$ cat config.mk
export PLATFORM = sky130hd
export DESIGN_NAME = round_key_bank
export DESIGN_NICKNAME = d
export VERILOG_FILES = /design/src/rtl/round_key_bank.sv
export SDC_FILE = /design/constraint.sdc
export NUM_CORES = 1
export LEC_CHECK = 0
export CAP_MARGIN = 5
export CORE_MARGIN = 5
export CORE_UTILIZATION = 40
export DETAILED_ROUTE_END_ITERATION = 10
export GPL_TIMING_DRIVEN = 0
export PLACE_DENSITY = 0.54
export SETUP_SLACK_MARGIN = 0.5
export SLEW_MARGIN = 30
export SYNTH_ARGS = -nofsm -noshare
export SYNTH_HDL_FRONTEND = slang
export SYNTH_SLANG_ARGS = --single-unit
$ cat constraint.sdc
create_clock -name clk -period 16.2 [get_ports clk]
set_input_delay 1.62 -clock clk [delete_from_list [all_inputs] [get_ports clk]]
set_output_delay 1.62 -clock clk [all_outputs]
set_load 0.02 [all_outputs]
$ cat src/rtl/round_key_bank.sv
// round_key_bank: registered AES round-key store with sequential writes and indexed 1-cycle reads
// Optional feature macro: ROUND_KEY_DEC_ORDER_EN adds port dec (reverse round-index order)
module round_key_bank #(
  parameter int KEY_WIDTH = 128,
  parameter int NUM_KEYS  = 11,
  parameter int IDX_W     = 4
) (
  input  logic                 clk,
  input  logic                 rst_n,
  input  logic                 clear,
  input  logic                 wr_valid,
  input  logic [KEY_WIDTH-1:0] wr_key,
  output logic                 wr_ready,
  output logic [IDX_W-1:0]     wr_cnt,
  output logic                 loaded,
  input  logic                 rd_req,
  input  logic [IDX_W-1:0]     rd_idx,
`ifdef ROUND_KEY_DEC_ORDER_EN
  input  logic                 dec,
`endif
  output logic [KEY_WIDTH-1:0] rd_key,
  output logic                 rd_valid,
  output logic                 rd_err
);
  typedef enum logic [1:0] {EMPTY, LOADING, READY} state_t;
  // One extra count bit so that a full bank of 2^IDX_W keys is still representable.
  localparam logic [IDX_W:0] NK = (IDX_W+1)'(NUM_KEYS);
  state_t state, state_nx;
  logic [KEY_WIDTH-1:0] mem [NUM_KEYS];
  logic [IDX_W:0] cnt;
  logic [IDX_W-1:0] p;
  logic wr_acc, in_range, hit, fwd, rd_ok, rd_bad;
  assign wr_cnt = cnt[IDX_W-1:0];
  assign wr_acc = wr_valid && wr_ready && !clear;
  assign in_range = {1'b0, rd_idx} < NK;
`ifdef ROUND_KEY_DEC_ORDER_EN
  assign p = dec ? IDX_W'(NUM_KEYS-1) - rd_idx : rd_idx;
`else
  assign p = rd_idx;
`endif
  // A same-cycle write into the requested slot is forwarded rather than rejected.
  assign hit    = rd_req && in_range && ({1'b0, p} < cnt);
  assign fwd    = rd_req && in_range && wr_acc && ({1'b0, p} == cnt);
  assign rd_ok  = hit || fwd;
  assign rd_bad = rd_req && !rd_ok;
  // State register
  always_ff @(posedge clk or negedge rst_n) begin
    if (!rst_n) state <= EMPTY;
    else state <= state_nx;
  end
  // Next state: clear wins, the write that fills the last slot moves to READY
  always_comb begin
    state_nx = state;
    if (clear) state_nx = EMPTY;
    else if (wr_acc) state_nx = (cnt == NK - 1'b1) ? READY : LOADING;
  end
  // Outputs decoded from the registered state
  always_comb begin
    wr_ready = state != READY;
    loaded   = state == READY;
  end
  // Write counter; saturates because writes are only accepted below NUM_KEYS
  always_ff @(posedge clk or negedge rst_n) begin
    if (!rst_n) cnt <= '0;
    else if (clear) cnt <= '0;
    else if (wr_acc) cnt <= cnt + 1'b1;
  end
  // Key storage is deliberately unreset; validity lives in cnt alone
  always_ff @(posedge clk) begin
    if (wr_acc) mem[cnt[IDX_W-1:0]] <= wr_key;
  end
  // Registered read port: data or zero on reject, hold otherwise
  always_ff @(posedge clk or negedge rst_n) begin
    if (!rst_n) begin
      rd_key   <= '0;
      rd_valid <= 1'b0;
      rd_err   <= 1'b0;
    end else begin
      rd_valid <= !clear && rd_ok;
      rd_err   <= !clear && rd_bad;
      if (!clear && rd_ok) rd_key <= fwd ? wr_key : mem[p];
      else if (!clear && rd_bad) rd_key <= '0;
    end
  end
endmodule

==> Word level (Yosys, flattened, before mapping) <==
Memory sizes are Yosys's and may differ from the RTL's.
Index checks and enable logic that the tools add are counted.
{ "totals": {"ramBits": 1408, "memories": 1, "inputBits": 137, "reg_bits": 137} }
{ "classes": {"order_cmp": 2, "add_sub_neg": 1, "n_mux": 10, "eq_ne": 4, "n_reduce_logical": 14} }
{ "memory_table": {"columns": ["name", "words", "width", "rd", "rd_clocked_by_memory_dff", "wr", "line", "source"], "rows": [
  ["mem", 11, 128, 1, 0, 1, "29", "logic [KEY_WIDTH-1:0] mem [NUM_KEYS];"]
]} }
{ "op_table": {"columns": ["operator", "n"], "rows": [
  ["128-bit 2-to-1 mux", 3],
  ["5-bit 2-to-1 mux", 2],
  ["1-bit logical AND", 9],
  ["2-bit 2-to-1 mux", 3],
  ["5-bit by 1-bit adder with 5-bit output, second input constant", 1],
  ["4-bit by 5-bit == test with 1-bit output", 1],
  ["5-bit by 4-bit == test with 1-bit output, second input constant", 1],
  ["4-bit by 5-bit < comparator with 1-bit output", 1],
  ["4-bit < comparator, second input constant", 1],
  ["2-bit nonzero test", 2],
  ["2-bit == test, second input constant", 1],
  ["1-bit zero test", 2],
  ["1-bit 2-to-1 mux", 2],
  ["2-bit inequality test, second input constant", 1],
  ["1-bit logical OR", 1]
]} }

==> Longest topological paths before layout <==
{ "depth": {"ltp_word": 11, "mapped_depth": 12, "ltp_nobuf": 7} }

==> Least setup slack after synthesis <==
Ideal clock, no wire load.
{ "synth_path": {"path_kind": "input to register", "start": "in clear", "end": "mem mem[10][0], enable pin", "setup_slack_ns": 1.264, "setup_ns": 0.929, "t_arrival_ns": 14.007, "cell_stages": 2, "path_cell_list": "clkbuf_1 nor4_1"} }
{ "synth_via": {"elab_chain_len": 4} }
{ "synth_rtl": {"columns": ["element", "line", "source"], "rows": [
  ["start, declared", "10", "input logic clear,"],
  ["1-bit zero test", "34", "assign wr_acc = wr_valid && wr_ready && !clear;"],
  ["1-bit logical AND", "34", null],
  ["1-bit 2-to-1 mux", "70", "if (wr_acc) mem[cnt[IDX_W-1:0]] <= wr_key;"],
  ["1-bit 2-to-1 mux (not written as such)", "70", null],
  ["end, declared", "29", null]
]} }
Every way passes these cells.

==> Final worst setup path <==
{ "layout_path": {"start": "in clear", "end": "mem mem[9][4], enable pin"} }
Same word-level chain as after synthesis.

==> results.md <==
## Final layout
- 3566 — Layout Nets
- 12000 — FILL cells
- 25.0% — fraction of final layout cells with drive strength greater than 1
- 71800 sq um — post-route standard cell area excluding fillers
- 45700 sq um — Seq. cell area
- 12500 sq um — multi-input combinational cell area
- 21.1% — area added between synthesis and finish

## Worst setup path
- clear — source of the critical timing path
- 13 — cells on worst reg2reg path
- 4960 ps — Data arrival, critical path
- 12580 ps — r2r setup slk
- primary input — Setup crit start kind
- cnt[0] — source of the worst register-to-register timing path
- 16670 ps — Worst EP required
- mem[9][4] — last element of the critical path
- primary input to flip-flop — Setup CP Type
- flip-flop — Setup crit end kind
- mem[10][126] — reg-to-reg endpoint
- 10 — Critical Path Fanout Max

## Drt
- 0 — DRC viols
- 28.9 microns — routed wire length per instance
- 5.52 — routed via count divided by cell count
- 30400 — total via count after detailed routing
- met5 — top routing layer in use
- 5 — number of iterations in the first detailed-routing pass
- 2621 — number of violations reported at the end of detailed-routing iteration 0
- 159000 microns — final routed wirelength across all metal layers
- 0 — Antenna Violating Nets Remaining
- 62900 microns — wire length on met1
- 81600 microns — sum of met2 wire segment lengths after detailed routing
- 10300 microns — routed wire length on met3

## GRT
- 34 — initial antenna violation count
- 61 — maximum number of pins on one net before global-route repair
- 32400 — via count of the first global-routing pass
- 20.2% — Overall Global Routing Usage
- 229000 microns — first-pass GRT wire length
- 0 — total overflow reported by the global router

## Yosys
- sky130_fd_sc_hd__edfxtp_1 — most instantiated flip-flop cell in the synthesis netlist
- 1545 — post-synthesis sequential element count
- 32 — distinct cell type count of the synthesized netlist
- 21.0 sq um — Syn Area/Cell
- 2819 — synthesized netlist cell count
- 8.87% — share of async-settable or async-resettable flops after synthesis
- 0 — yosys warns
- 1408 — count of flip-flops with a built-in enable after synthesis
- 2964 — Post-Synthesis Net Count
- 77.2% — sequential cell area fraction in the yosys report
- 59200 sq um — Cell Area, Synth

## STA
- 0 — final hold violation count
- 0.223 GHz — max frequency
- 0 — count of pins over their slew limit
- 0 — final-report setup violation count
- no — setup repair after global routing missed its margin
- 38.0% — remaining max-slew budget at the tightest pin
- 4490 ps — minimum clock period
- 931 ps — measured slew at the worst slew-check pin
- 550 ps — final hold slack
- 23.7 ps — Max Clock Skew
- 27.7% — fraction of the cycle the final worst path needs

## Clock network
- 780 ps — worst skew pair latency
- 0 — post-CTS repair timing setup buffer count
- 0 — total of hold buffers inserted after clock tree synthesis
- 3 — Clock Path Buffers
- 1545 — number of sinks on the clock net
- 4 — deepest level of the CTS H-tree
- 0 — post_cts resized
- sky130_fd_sc_hd__clkbuf_16 — Root Driver
- yes — CTS tree
- 162 — total CTS buffers
- 60 ps — clock slew seen by the registers of the worst setup and hold paths

## Power and ir drop
- 121 nW/um^2 — power per standard cell area
- 24.2 nW — static leakage
- 0.0000732 V — VDD IR-drop max

## Worst hold path
- flip-flop to flip-flop — worst min-delay path category
- 2 — Worst Hold Depth

## Floorplan
- 40.2% — Initial Utilization
- 147000 sq um — Core Area
- 395 microns — die width
- 395 microns — height of the die
- 156000 sq um — overall die area
- 141 — Row Count
- 273 — top-level I/O count

## Outcome
- complete, no violations — run status

## Place
- 271 — count of input and output buffers
- 0.742 — GP Congestion
- 66500 sq um — post-placement cell area
- 103000 microns — post-DP HPWL

## Job
- 0 — max-cap violations

[stage by stage]
stage                     TNS [ps]  util, %  worst slack (ps)  cells  power (mW)
after floorplan                  0        -              1260   2819        4.83
after global placement    -5339260     43.6            -13990   5020        5.12
after detailed placement         0     45.1             10860   5187        5.14
after CTS                        0     48.6             11710   5489        8.74
after global routing             0     48.6             11540   5492        8.94
final                            0     48.7             11710   5503        8.66
[final cells by class]
cell class	count	area share, %
Multi-Input combinational cell	1087	17.4
Clock buffer	229	6.23
Buffer	176	1.52
Clock inverter	73	0.992
Tap cell	1930	3.37
Timing Repair Buffer	438	6.72
Sequential cell	1545	63.7
Inverter	11	0.0575
Antenna cell	14	0.0488
[sequential cells by signal, summed over array words and instances, names as in the netlist]
signal / cells
cnt: 5
mem: 1408
rd_err: 1
rd_key: 128
rd_valid: 1
state: 2
[per-layer routing]
layer	up-vias	GRT usage, %
met2	912	35.3
met5	-	0
li1	13000	-
met3	256	4.90
met1	16200	25.3
met4	22	5.66
[cell families (layout without fill, tap and decap cells)]
logic type	Yosys count	count (layout)	synth area share, %
other	0	14	0
adders and majority gates	8	8	0.169
DFF	1545	1545	77.2
buffers and inverters	187	927	1.90
and+or+nand+nor	171	171	1.72
xor gates and xnor gates	4	4	0.0591
muxes	512	512	14.3
AOI/OAI and AO/OA	392	392	4.67
[power breakdown]
part / internal [mW] / switching [mW]
logic: 0.256 / 0.332
clock network: 2.10 / 1.51
registers: 4.42 / 0.0357
total: 6.78 / 1.87
[cells in the final DEF, fill, tap and decap left out, types with 24 or more instances in the layout]
master,netlist,final
sky130_fd_sc_hd__a21oi_1,134,134
sky130_fd_sc_hd__a221o_1,128,128
sky130_fd_sc_hd__and2_1,133,129
sky130_fd_sc_hd__buf_1,24,24
sky130_fd_sc_hd__buf_12,11,31
sky130_fd_sc_hd__buf_16,0,42
sky130_fd_sc_hd__buf_2,51,147
sky130_fd_sc_hd__buf_4,22,31
sky130_fd_sc_hd__clkbuf_1,55,105
sky130_fd_sc_hd__clkbuf_16,0,165
sky130_fd_sc_hd__clkdlybuf4s50_1,0,270
sky130_fd_sc_hd__dfrtp_1,137,137
sky130_fd_sc_hd__edfxtp_1,1408,1408
sky130_fd_sc_hd__mux2_2,128,128
sky130_fd_sc_hd__mux2i_1,128,128
sky130_fd_sc_hd__mux4_2,256,256
sky130_fd_sc_hd__o22ai_1,129,129
[cells in the mapped netlist (2+ instances only)]
cell / number / area [sq um]
sky130_fd_sc_hd__a21oi_1: 134 / 671
sky130_fd_sc_hd__mux2i_1: 128 / 1280
sky130_fd_sc_hd__and2_1: 133 / 832
sky130_fd_sc_hd__buf_12: 11 / 220
sky130_fd_sc_hd__o22ai_1: 129 / 807
sky130_fd_sc_hd__edfxtp_1: 1408 / 42300
sky130_fd_sc_hd__nand2_1: 8 / 30.0
sky130_fd_sc_hd__nor3_1: 2 / 10.0
sky130_fd_sc_hd__mux2_2: 128 / 1440
sky130_fd_sc_hd__nor4_1: 6 / 37.5
sky130_fd_sc_hd__buf_2: 51 / 255
sky130_fd_sc_hd__buf_1: 24 / 90.1
sky130_fd_sc_hd__nand4_1: 2 / 12.5
sky130_fd_sc_hd__ha_1: 8 / 100
sky130_fd_sc_hd__buf_6: 13 / 146
sky130_fd_sc_hd__inv_1: 11 / 41.3
sky130_fd_sc_hd__a221o_1: 128 / 1280
sky130_fd_sc_hd__dfrtp_1: 137 / 3430
sky130_fd_sc_hd__nand2b_1: 2 / 12.5
sky130_fd_sc_hd__mux4_2: 256 / 5770
sky130_fd_sc_hd__nor2_1: 12 / 45.0
sky130_fd_sc_hd__buf_4: 22 / 165
sky130_fd_sc_hd__xnor2_1: 3 / 26.3
sky130_fd_sc_hd__clkbuf_1: 55 / 206
[how the worst min path moves through the flow]
stage               startpoint        to  slack [ps]
global route          state[1]  state[1]         590
CTS                   state[1]  state[1]         560
finish                state[1]  state[1]         550
global placement      state[1]  state[1]         510
detailed placement    state[1]  state[1]         540
floorplan             state[1]  state[1]         480
[worst max-delay path, stage by stage]
cell and delay, ps:
sky130_fd_sc_hd__clkdlybuf4s50_1 530, sky130_fd_sc_hd__clkbuf_1 310, sky130_fd_sc_hd__nor4_2 760, sky130_fd_sc_hd__buf_4 280, sky130_fd_sc_hd__buf_2 210, sky130_fd_sc_hd__buf_2 200
sky130_fd_sc_hd__buf_2 190, sky130_fd_sc_hd__buf_2 210, sky130_fd_sc_hd__buf_2 200, sky130_fd_sc_hd__buf_2 210, sky130_fd_sc_hd__buf_2 220
(Power assumes the default switching activity.)
==> edit 1, RTL diff (same flow settings) <==
Set the parameter `NUM_KEYS` to 22 (it was 11).
--- a/src/rtl/round_key_bank.sv
+++ b/src/rtl/round_key_bank.sv
@@ -2,7 +2,7 @@
 // Optional feature macro: ROUND_KEY_DEC_ORDER_EN adds port dec (reverse round-index order)
 module round_key_bank #(
   parameter int KEY_WIDTH = 128,
-  parameter int NUM_KEYS  = 11,
+  parameter int NUM_KEYS  = 22,
   parameter int IDX_W     = 4
 ) (
   input  logic                 clk,
Check against the original RTL: not settled (the Yosys comparison gave no result); the edit may change what the design does.
==> edit 1 against the original RTL <==
Sequential cell count grew 640; non-clock buffer count grew 116; critical endpoint is now mem[1][94]; register-to-register slack worse by 200 ps; power grew 40%; utilization is 0.28 points higher; combinational power grew 27%; largest cell class unchanged; largest power group unchanged; design area is 40% higher; worst setup slack worse by 230 ps; clock skew is 13 ps higher; hold slack lost 30 ps; synthesized cell count is 25% higher; area after synthesis is 39% higher; wire length up 38%.
==> edit 1: results (changes against the original RTL) <==
via count 40500 (was 30400); largest net degree at the start of global routing 60 (was 61); Synth area leaders edfxtp_1 (75%), mux4_2 (14%), dfrtp_1 (4.2%), a221oi_2 (1.4%), a22o_1 (1.4%) (was edfxtp_1 (71%), mux4_2 (9.7%), dfrtp_1 (5.8%), mux2_2 (2.4%), a221o_1 (2.2%)); WP data arrival 5270 ps (was 4960 ps); CP startpoint clear (unchanged); First-pass DRT Iterations 5 (unchanged); CP max-delay cell nor3_2 (was nor4_2); I/O Buffers 272 (was 271); status finished clean (unchanged); Inserted Clock Buffers 221 (was 162); initial antenna violation count 35 (was 34); crit-path max cell delay 530 ps (was 760 ps); Max clock buf depth 3 (unchanged); FILL cells 16500 (was 12000); synth unique cells 34 (was 32); sequential cell area fraction in the yosys report 0.788 (was 0.772); first-pass GRT wire length 313000 um (was 229000 um); GRT Overall Usage 0.202 (about the same); vias in the first global route 41700 (was 32400); Worst Reg-to-Reg Cells 14 (was 13); DP Worst Slack 10690 ps (was 10860 ps); Slew HR 0.299 (was 0.380); drt total wl 219000 um (was 159000 um); Initial DRC Count 4236 (was 2621); R2R Setup Slk 12380 ps (was 12580 ps); HP Start rd_key[16] (was state[1]); clk_lat worst skew 860 ps (was 780 ps); routability cong. 0.701 (was 0.742); drt wl/cell 30.6 um (was 28.9 um); H-tree depth 4 (unchanged); YS warnings 0 (unchanged); DP HPWL 145000 um (was 103000 um); FF-to-FF Start state[1] (was cnt[0]); Post-Place Cells 6708 (was 5187); ys async rst share 0.0627 (was 0.0887); Worst Hold End rd_key[16] (was state[1]); Hold WC Path Type register to register (unchanged); Post-synth top cells edfxtp_1 (2048), mux4_2 (512), dfrtp_1 (137) (was edfxtp_1 (1408), mux4_2 (256), dfrtp_1 (137)); VDD IR max 0.112 mV (was 0.0732 mV); Final #Nets 4390 (was 3566); post-synth net total 3656 (was 2964); critical path type primary input to register (unchanged); Worst Path Max Fanout 10 (unchanged); worst r2r dst mem[1][94] (was mem[10][126]); layout cells sized above 1 0.285 (was 0.250); Clock Skew 36.5 ps (was 23.7 ps); EDFF count, synth 2048 (was 1408); max reg flops 2048 (was 1408); Leak 32.1 nW (was 24.2 nW); syn avg cell area 23.5 um^2 (was 21.0 um^2)
==> edit 1: cell families (layout without fill, tap and decap cells) <==
family                     after synthesis  count (layout)  synth area share
adders and majority gates                8               8           0.00121
AOI/OAI and AO/OA                      520             520            0.0532
muxes                                  512             512             0.140
other                                    0              17                 0
xor gates and xnor gates                 4               4          0.000425
buffers and inverters                  228            1159            0.0144
and+or+nand+nor                         54              54           0.00305
DFF                                   2185            2185             0.788
==> edit 1: layout make-up <==
type / count / area [um^2] / area share
timing repair buffer: 511 / 7010 / 0.0700
clock inverter: 130 / 1360 / 0.0136
multi-input combinational: 1098 / 16400 / 0.164
tap: 2688 / 3360 / 0.0336
clock buffer: 290 / 5880 / 0.0587
sequential: 2185 / 64900 / 0.648
buffer: 219 / 1180 / 0.0118
antenna: 17 / 42.5 / 0.000424
inverter: 9 / 33.8 / 0.000337
==> edit 1: worst max-delay path by stage <==
stage | cells after the start | slack (ps) | to
6_report | 14 | 11490 | mem[1][94]
2_1_floorplan | 4 | 4490 | mem[2][0]
3_5_place_dp | 14 | 10690 | mem[1][88]
5_1_grt | 14 | 11380 | mem[1][94]
4_1_cts | 14 | 11600 | mem[1][94]
3_3_place_gp | 5 | -8510 | mem[0][115]
==> edit 1: worst max-delay path, delay by kind of cell <==
family / cells / cell delay (ps)
and+or+nand+nor: 3 / 1260
buffers and inverters: 11 / 2370
==> edit 1: stage by stage <==
stage / util / total power [mW] / instance area (um^2) / hold slack, ps
CTS: 0.489 / 12.2 / 100000 / 529
global route: 0.489 / 12.5 / 100000 / 548
floorplan: - / 6.78 / 82400 / 502
finish: 0.489 / 12.1 / 100000 / 521
detailed placement: 0.454 / 7.17 / 92900 / 515
global placement: 0.432 / 7.17 / 88500 / 508
==> edit 1: layer usage <==
layer / up-vias / global-route usage / share of wire
li1: 16800 / - / -
met1: 21900 / 0.285 / 0.43
met2: 1394 / 0.325 / 0.48
met3: 302 / 0.0434 / 0.065
met4: 20 / 0.0483 / 0.020
met5: - / 0 / 0.00062
==> edit 1: power breakdown <==
group	internal (mW)	leakage (nW)	switching (mW)
logic	0.314	8.32	0.435
clock network	2.86	3.52	2.20
registers	6.25	20.3	0.0427
==> edit 2, RTL diff (same settings) <==
Made on the original files. Register the input `wr_key` before use, with the module's reset. The logic sees it one clock later. The other inputs are not delayed to match.
--- a/src/rtl/round_key_bank.sv
+++ b/src/rtl/round_key_bank.sv
@@ -25,6 +25,17 @@
   typedef enum logic [1:0] {EMPTY, LOADING, READY} state_t;
   // One extra count bit so that a full bank of 2^IDX_W keys is still representable.
   localparam logic [IDX_W:0] NK = (IDX_W+1)'(NUM_KEYS);
+
+  logic [KEY_WIDTH-1:0] wr_key_q;
+
+  always_ff @(posedge clk or negedge rst_n) begin
+    if (!rst_n) begin
+      wr_key_q <= '0;
+    end else begin
+      wr_key_q <= wr_key;
+    end
+  end
+
   state_t state, state_nx;
   logic [KEY_WIDTH-1:0] mem [NUM_KEYS];
   logic [IDX_W:0] cnt;
@@ -67,7 +78,7 @@
   end
   // Key storage is deliberately unreset; validity lives in cnt alone
   always_ff @(posedge clk) begin
-    if (wr_acc) mem[cnt[IDX_W-1:0]] <= wr_key;
+    if (wr_acc) mem[cnt[IDX_W-1:0]] <= wr_key_q;
   end
   // Registered read port: data or zero on reject, hold otherwise
   always_ff @(posedge clk or negedge rst_n) begin
@@ -78,7 +89,7 @@
     end else begin
       rd_valid <= !clear && rd_ok;
       rd_err   <= !clear && rd_bad;
-      if (!clear && rd_ok) rd_key <= fwd ? wr_key : mem[p];
+      if (!clear && rd_ok) rd_key <= fwd ? wr_key_q : mem[p];
       else if (!clear && rd_bad) rd_key <= '0;
     end
   end
Function: changed (a bounded check fails within 4 cycles, from zero or initial values and one cycle with rst_n low).
==> edit 2 against the original RTL <==
Sequential cell count increased by 128; area after synthesis increased by 5.4%; count of clock-buffer cells in the layout grew 15; critical path depth shrank 3; worst setup slack better by 140 ps; design area increased by 4.1%; power is 7.6% higher; clock skew shrank 2.0 ps; utilization shrank 0.67 points; fmax is 3.3% higher; wire length rose by 1.3%; sequential power up 8.7%; combinational power is 5.6% lower; critical endpoint is now rd_key[46]; largest cell class unchanged; largest power group unchanged.
==> edit 2: results (changes against the original RTL) <==
Post-synth top cells edfxtp_1 (1408), dfrtp_1 (265), mux4_2 (256) (was edfxtp_1 (1408), mux4_2 (256), dfrtp_1 (137)); Post-Place Cells 5328 (was 5187); inverters 8 (was 11); # diodes 1 (was 14); Inserted Clock Buffers 175 (was 162); FF+latch count, synth 1673 (was 1545); vias per cell 5.45 (was 5.52); DP Worst Slack 11040 ps (was 10860 ps); CP max-delay cell buf_1 (was nor4_2); crit-path max cell delay 780 ps (was 760 ps); NetSw 2.07 mW (was 1.87 mW); Synth area leaders edfxtp_1 (68%), dfrtp_1 (11%), mux4_2 (9.2%), mux2_2 (2.3%), a221o_1 (2.1%) (was edfxtp_1 (71%), mux4_2 (9.7%), dfrtp_1 (5.8%), mux2_2 (2.4%), a221o_1 (2.2%)); Synth Area in Adders 0.00160 (was 0.00169); WP data arrival 5030 ps (was 4960 ps); DP HPWL 98300 um (was 103000 um); FF/Latch Area 48900 um^2 (was 45700 um^2); post-synth net total 3089 (was 2964); layout cells sized above 1 0.225 (was 0.250); Final #Nets 3592 (was 3566); fin cells 5656 (was 5503); clk_lat worst skew 800 ps (was 780 ps); CP startpoint rd_idx[1] (was clear); PD cells 125 nW/um^2 (was 121 nW/um^2); Compound-Gate Fraction of Synth Area 0.0446 (was 0.0467); Buffers, non-clock 502 (was 614); clkbuf count 244 (was 229); Slew @ Worst Pin 974 ps (was 931 ps); syn avg cell area 21.2 um^2 (was 21.0 um^2); FILL cells 12900 (was 12000); H-tree depth 4 (unchanged); Clock Skew 21.7 ps (was 23.7 ps); Clock buf/inv share 0.0750 (was 0.0722); sequential cell area fraction in the yosys report 0.783 (was 0.772); EDFF count, synth 1408 (unchanged); Worst Reg-to-Reg Cells 7 (was 13); VDD IR max 0.101 mV (was 0.0732 mV); HP Start state[0] (was state[1]); Leak 25.2 nW (was 24.2 nW); GRT Overall Usage 0.197 (was 0.202); ys async rst share 0.158 (was 0.0887); initial antenna violation count 11 (was 34); Multi-input gate area 12500 um^2 (about the same); max reg flops 1408 (unchanged); status finished clean (unchanged); Power Clock 3.90 mW (was 3.61 mW); mux share of post-synthesis cell area 0.136 (was 0.143); xor/xnor cell area share of the yosys netlist 0.000561 (was 0.000591); Initial DRC Count 2799 (was 2621); FF-to-FF Start state[1] (was cnt[0]); synth unique cells 34 (was 32); largest net degree at the start of global routing 77 (was 61); vias in the first global route 32300 (was 32400); routability cong. 0.717 (was 0.742); clk root buf clkbuf_16 (unchanged); non-clk buf share 0.0683 (was 0.0824); drt wl/cell 28.5 um (was 28.9 um); Seq pwr share 0.521 (was 0.515); first-pass GRT wire length 233000 um (was 229000 um)
==> edit 2: changes by cell type after synthesis, moves of 2 or more <==
cell     delta
and2_1      +3
and3_1      +3
buf_1       -5
buf_2       +8
buf_4       -2
dfrtp_1   +128
inv_1       -3
nor2_1      -4
nor4_1      -5
==> edit 2: metal layers <==
layer / up-vias / wire, um / track usage
met3: 205 / 9070 / 0.0368
met2: 898 / 77900 / 0.319
met5: - / 0 / 0
met1: 16500 / 70500 / 0.276
met4: 0 / 3520 / 0.0508
li1: 13200 / - / -
==> edit 2: final timing paths <==
| path | slack [ps] | end |
|---|---|---|
| min in group asynchronous | 760 | wr_key_q[61] |
| max in group asynchronous | 14350 | rd_key[125] |
| hold / removal | 580 | state[0] |
| setup / recovery | 11860 | rd_key[46] |
| setup reg to reg | 13150 | mem[2][58] |
| hold reg to reg | 580 | state[0] |
==> edit 2: stage by stage <==
stage,utilization,area [um^2]
global route,0.480,74700
global placement,0.435,67700
floorplan,-,62500
detailed placement,0.444,69100
CTS,0.480,74700
finish,0.480,74700
